### src/rtl/ccu_line_fetch.sv
// rtl/ccu_line_fetch.sv - CCU line fetch engine: reads a cacheline beat by beat and returns it with a done pulse
module ccu_line_fetch #(
    parameter int CCU_ADDR_WIDTH = 32,
    parameter int CCU_LINE_SIZE  = 32,
    parameter int CCU_BEAT_WIDTH = 32
) (
    input  logic                          clk,
    input  logic                          n_rst,
    input  logic                          i_ccu_en,
    input  logic [CCU_ADDR_WIDTH-1:0]     i_ccu_addr,
    output logic                          o_ccu_done,
    output logic [CCU_LINE_SIZE*8-1:0]    o_ccu_data,
    output logic                          o_mem_rd_en,
    output logic [CCU_ADDR_WIDTH-1:0]     o_mem_addr,
    input  logic                          i_mem_rd_ack,
    input  logic                          i_mem_rd_valid,
    input  logic [CCU_BEAT_WIDTH-1:0]     i_mem_rd_data
);

    localparam int LINE_W     = CCU_LINE_SIZE * 8;
    localparam int NB         = LINE_W / CCU_BEAT_WIDTH;
    localparam int BEAT_CNT_W = $clog2(NB);

    localparam logic [CCU_ADDR_WIDTH-1:0] OFFSET_MASK = CCU_ADDR_WIDTH'(CCU_LINE_SIZE - 1);
    localparam logic [CCU_ADDR_WIDTH-1:0] BEAT_STRIDE = CCU_ADDR_WIDTH'(CCU_BEAT_WIDTH / 8);
    localparam logic [BEAT_CNT_W-1:0]     LAST_BEAT   = BEAT_CNT_W'(NB - 1);
    localparam logic [BEAT_CNT_W-1:0]     BEAT_ONE    = BEAT_CNT_W'(1);

    typedef enum logic [1:0] {
        ST_IDLE  = 2'd0,
        ST_ISSUE = 2'd1,
        ST_WAIT  = 2'd2,
        ST_DONE  = 2'd3
    } state_t;

    state_t                    state_q, state_d;
    logic [BEAT_CNT_W-1:0]     beat_q, beat_d;
    logic [CCU_ADDR_WIDTH-1:0] line_addr_q, line_addr_d;
    logic [LINE_W-1:0]         data_q, data_d;
    logic                      capture;

    // A beat lands either together with its ack or later while waiting.
    always_comb begin
        capture = ((state_q == ST_ISSUE) && i_mem_rd_ack && i_mem_rd_valid) ||
                  ((state_q == ST_WAIT) && i_mem_rd_valid);
    end

    always_ff @(posedge clk) begin
        if (!n_rst) begin
            state_q     <= ST_IDLE;
            beat_q      <= '0;
            line_addr_q <= '0;
            data_q      <= '0;
        end else begin
            state_q     <= state_d;
            beat_q      <= beat_d;
            line_addr_q <= line_addr_d;
            data_q      <= data_d;
        end
    end

    always_comb begin
        state_d = state_q;
        case (state_q)
            ST_IDLE: begin
                if (i_ccu_en) begin
                    state_d = ST_ISSUE;
                end
            end
            ST_ISSUE: begin
                if (i_mem_rd_ack) begin
                    if (!i_mem_rd_valid) begin
                        state_d = ST_WAIT;
                    end else if (beat_q == LAST_BEAT) begin
                        state_d = ST_DONE;
                    end
                end
            end
            ST_WAIT: begin
                if (i_mem_rd_valid) begin
                    state_d = (beat_q == LAST_BEAT) ? ST_DONE : ST_ISSUE;
                end
            end
            ST_DONE: begin
                state_d = ST_IDLE;
            end
            default: begin
                state_d = ST_IDLE;
            end
        endcase
    end

    // Beats overwrite the line in place, so the previous line stays visible between requests.
    always_comb begin
        beat_d      = beat_q;
        line_addr_d = line_addr_q;
        data_d      = data_q;
        if ((state_q == ST_IDLE) && i_ccu_en) begin
            line_addr_d = i_ccu_addr & ~OFFSET_MASK;
            beat_d      = '0;
        end
        if (capture) begin
            data_d[int'(beat_q) * CCU_BEAT_WIDTH +: CCU_BEAT_WIDTH] = i_mem_rd_data;
            beat_d = beat_q + BEAT_ONE;
        end
    end

    always_comb begin
        o_ccu_done  = (state_q == ST_DONE);
        o_mem_rd_en = (state_q == ST_ISSUE);
        o_mem_addr  = line_addr_q + (CCU_ADDR_WIDTH'(beat_q) * BEAT_STRIDE);
        o_ccu_data  = data_q;
    end

endmodule
### config.mk
export PLATFORM = sky130hd
export DESIGN_NAME = ccu_line_fetch
export DESIGN_NICKNAME = d
export VERILOG_FILES = /design/src/rtl/ccu_line_fetch.sv
export SDC_FILE = /design/constraint.sdc
export NUM_CORES = 1
export LEC_CHECK = 0
export ABC_AREA = 1
export ABC_CLOCK_PERIOD_IN_PS = 4800
export CAP_MARGIN = 40
export CORE_MARGIN = 3
export CORE_UTILIZATION = 40
export CTS_BUF_LIST = sky130_fd_sc_hd__clkbuf_8 sky130_fd_sc_hd__clkbuf_16
export DETAILED_ROUTE_END_ITERATION = 10
export HOLD_SLACK_MARGIN = 0.02
export PLACE_DENSITY_LB_ADDON = 0.2
export SYNTH_ARGS = -nofsm -noshare
export SYNTH_HDL_FRONTEND = slang
export SYNTH_SLANG_ARGS = --single-unit
### constraint.sdc
create_clock -name clk -period 4.8 [get_ports clk]
set_input_delay 0.72 -clock clk [delete_from_list [all_inputs] [get_ports clk]]
set_output_delay 0.72 -clock clk [all_outputs]
set_load 0.1 [all_outputs]
==> impl_metrics.env <==
export IMPL_wirelength_um=60900
export IMPL_power_frac_clock_pct=32.7
export IMPL_final_antenna_net_count=0
export IMPL_max_slew_margin_pct=25.6
export IMPL_io_pins=359
export IMPL_synthCells=2014
export IMPL_area_delta_synth_final_pct=74.4
export IMPL_r2r_start="beat_q[1]$_SDFFE_PN0P_"
export IMPL_final_common_cell="nor2_1"
export IMPL_multiInputGateArea_um2=6370
export IMPL_ys_seq_area_share_pct=42.5
export IMPL_coreArea_um2=32900
export IMPL_rr_worst_depth=10
export IMPL_fin_util_pct=71.8
export IMPL_yosys_cell_types_count=29
export IMPL_hold_viol=0
export IMPL_track_usage_pct=32.7
export IMPL_cts_max_path_buffers=3
export IMPL_fin_crit_ps=3580
export IMPL_ys_ff_latch=288
export IMPL_critPathMaxStageDelay_ps=560
export IMPL_routedWlPerCell_um=20.3
export IMPL_initialDrtViolationCount=1400
export IMPL_powerDensity_nw_per_um2=337
export IMPL_grt_pass1_wl_um=92300
export IMPL_r2r_setup_slack_ps=1220
export IMPL_p_sw_share_pct=38.4
export IMPL_n_antenna_cell=0
export IMPL_die_h_um=190
export IMPL_finalSetupTns_ps=0
export IMPL_drv_cap=0
export IMPL_drive_above_1_share_pct=15.7
export IMPL_die_w_um=190
export IMPL_max_freq_mhz=279
export IMPL_vias_per_cell=5.35
export IMPL_crit_cells=10
export IMPL_grt_pass1_vias=15922
export IMPL_drc=0
export IMPL_max_vdd_ir_drop_uv=439
export IMPL_worst_path_buf_inv=3
export IMPL_placed_area_um2=22500
export IMPL_seqCellArea_um2=5770
export IMPL_cts_sinks=288
export IMPL_post_cts_buffers=0
export IMPL_grt_max_degree=167
export IMPL_worst_slew_pin_slew_ps=1120
export IMPL_dieArea_um2=36200
export IMPL_finalCritPeriodShare_pct=74.7
export IMPL_final_net_count=2614
export IMPL_p_int_uw=4910
export IMPL_end_kind="flop"
export IMPL_cts_reportedPaths_clkPinSlew_ps=60
export IMPL_initial_core_util_pct=41.2
export IMPL_power_frac_seq_pct=32.3
export IMPL_grt_remaining_overflow=0
export IMPL_status="finished, final reports clean"
export IMPL_crit_required_ps=5190
export IMPL_antenna_found_initial=0
export IMPL_cpMaxStageDelayCell="buf_4"
export IMPL_path_cells="inv_1, ha_4, ha_2, inv_2, buf_4, nand2_1, nor2_4, nand2_1, nor2_1, nor2_1"
export IMPL_n_fill_cell=2323
export IMPL_critPathMaxFanout=60
export IMPL_p_sw_uw=3060
export IMPL_p_leak_uw=0.00985
export IMPL_final_area_um2=23700
export IMPL_firstDrtPassIters=6
export IMPL_cts_buffers_inserted=34
export IMPL_worstSetupStartpoint="beat_q[1]$_SDFFE_PN0P_"
export IMPL_dp_hpwl_um=42100
export IMPL_rows=66
export IMPL_rr_endpoint="o_ccu_data[243]$_SDFFE_PN0P_"
export IMPL_startpoint_type="flop"
export IMPL_skew_ps=10.3
export IMPL_worstSkewPairLatency_ps=500
export IMPL_routabilityCongestion=0.834
export IMPL_slew_viol_final=0
export IMPL_holdBufCountCts=0
export IMPL_dp_cells=2944
export IMPL_p_comb_share_pct=35.0
export IMPL_syn_cell_area_um2=13600
export IMPL_yosys_warnings=0
export IMPL_cts_resized=0
export IMPL_htree_levels=2
export IMPL_worstHoldPathType="flop to flop"
export IMPL_cts_tree="built"
export IMPL_final_cell_mix="nor2_1 (445), nand2_1 (409), clkdlybuf4s50_1 (350)"
export IMPL_setup_viol=0
export IMPL_syn_area_per_cell_um2=6.73
export IMPL_io_buffer_count=351
export IMPL_holdPathStages=2
export IMPL_worstPathArrival_ps=3970
export IMPL_worstSetupPathType="flop to flop"
export IMPL_fin_cells=3005
export IMPL_critPathTopFamily="simple AND/OR/NAND/NOR gates"
export IMPL_cts_root_buf="clkbuf_16"
export IMPL_routed_via_count=16064
export IMPL_rsz0062_at_grt="false"
export IMPL_crit_end="o_ccu_data[243]$_SDFFE_PN0P_"
-- layout make-up --
cell class              count  share of cell area, %
repair buffers            670                   39.8
multi-input cells        1431                   26.9
flip-flops and latches    288                   24.4
clock buffers              41                   4.15
well taps                 442                   2.34
inverters                 113                   1.81
clock inverters            20                  0.629
-- cells in the mapped netlist --
cell type	count	area [µm²]
nand2_1	409	1540
a21oi_1	167	836
clkinv_1	1	3.75
nor2_4	9	101
inv_6	1	8.76
nand3_4	1	17.5
nor4_1	6	37.5
buf_1	16	60.1
buf_2	53	265
o21ai_1	11	55.1
clkbuf_2	1	5.00
nand4_1	77	482
nor3_1	24	120
nand3_1	243	1220
dfxtp_1	288	5770
nor2_2	3	18.8
clkbuf_1	60	225
buf_6	20	225
nand2_4	2	22.5
buf_4	33	248
o21ai_0	19	95.1
nand2_2	4	25.0
ha_1	7	87.6
inv_2	7	26.3
nand3_2	1	10.0
o21bai_1	1	7.51
nor2_1	445	1670
conb_1	1	3.75
inv_1	104	390
-- metal layers --
metal	track usage, %	part of all wire, %	vias to the layer above
met5	0	0	-
met4	13.5	4.6	0
met3	4.40	7.1	158
met2	56.6	49	799
met1	41.0	40	7593
li1	-	-	7514
-- sequential cells by signal, summed over array words and instances (netlist names) --
signal       cells
beat_q           3
line_addr_q     27
o_ccu_data     256
state_q          2
-- through the flow --
stage / setup WS (ps) / power [µW] / hold WS [ps]
floorplan: 1950 / 4380 / 603
global placement: 1370 / 4830 / 461
detailed placement: 1290 / 5370 / 472
CTS: 1270 / 7960 / 487
global route: 973 / 8210 / 511
finish: 1220 / 7960 / 480
-- power by group through the flow --
stage,clock network (µW),registers (µW),logic [µW]
floorplan,0,3360,1020
global placement,0,2610,2220
detailed placement,0,2620,2750
CTS,2620,2570,2770
global route,2710,2580,2920
finish,2600,2570,2790
-- worst min path at each step --
stage / slack, ps / to / startpoint
3_5_place_dp: 470 / o_ccu_data[32]$_SDFFE_PN0P_ / o_ccu_data[32]$_SDFFE_PN0P_
6_report: 480 / o_ccu_data[246]$_SDFFE_PN0P_ / o_ccu_data[246]$_SDFFE_PN0P_
2_1_floorplan: 600 / state_q[0]$_SDFFE_PN0P_ / state_q[0]$_SDFFE_PN0P_
4_1_cts: 490 / o_ccu_data[32]$_SDFFE_PN0P_ / o_ccu_data[32]$_SDFFE_PN0P_
5_1_grt: 510 / line_addr_q[7]$_SDFFE_PN0P_ / line_addr_q[7]$_SDFFE_PN0P_
3_3_place_gp: 460 / o_ccu_data[65]$_SDFFE_PN0P_ / o_ccu_data[65]$_SDFFE_PN0P_
-- kinds of logic (layout without fill, tap and decap cells) --
kind of cell             after synthesis  after routing  synth area share [%]
AND/OR/NAND/NOR                     1224           1224                  38.8
buffers and inverters                296            844                  10.7
flip-flops                           288            288                  42.5
AO/OA/AOI/OAI                        198            198                  7.32
adder cells (fa/ha/maj)                7              7                 0.646
other                                  1              2                0.0276
-- tightest hold or removal path: cells and delay by family, from the launching register on --
kind             cells  cell delay, ps
AND/OR/NAND/NOR      1              80
flip-flops           1             320
AO/OA/AOI/OAI        1              40
(Power assumes the default switching activity.)
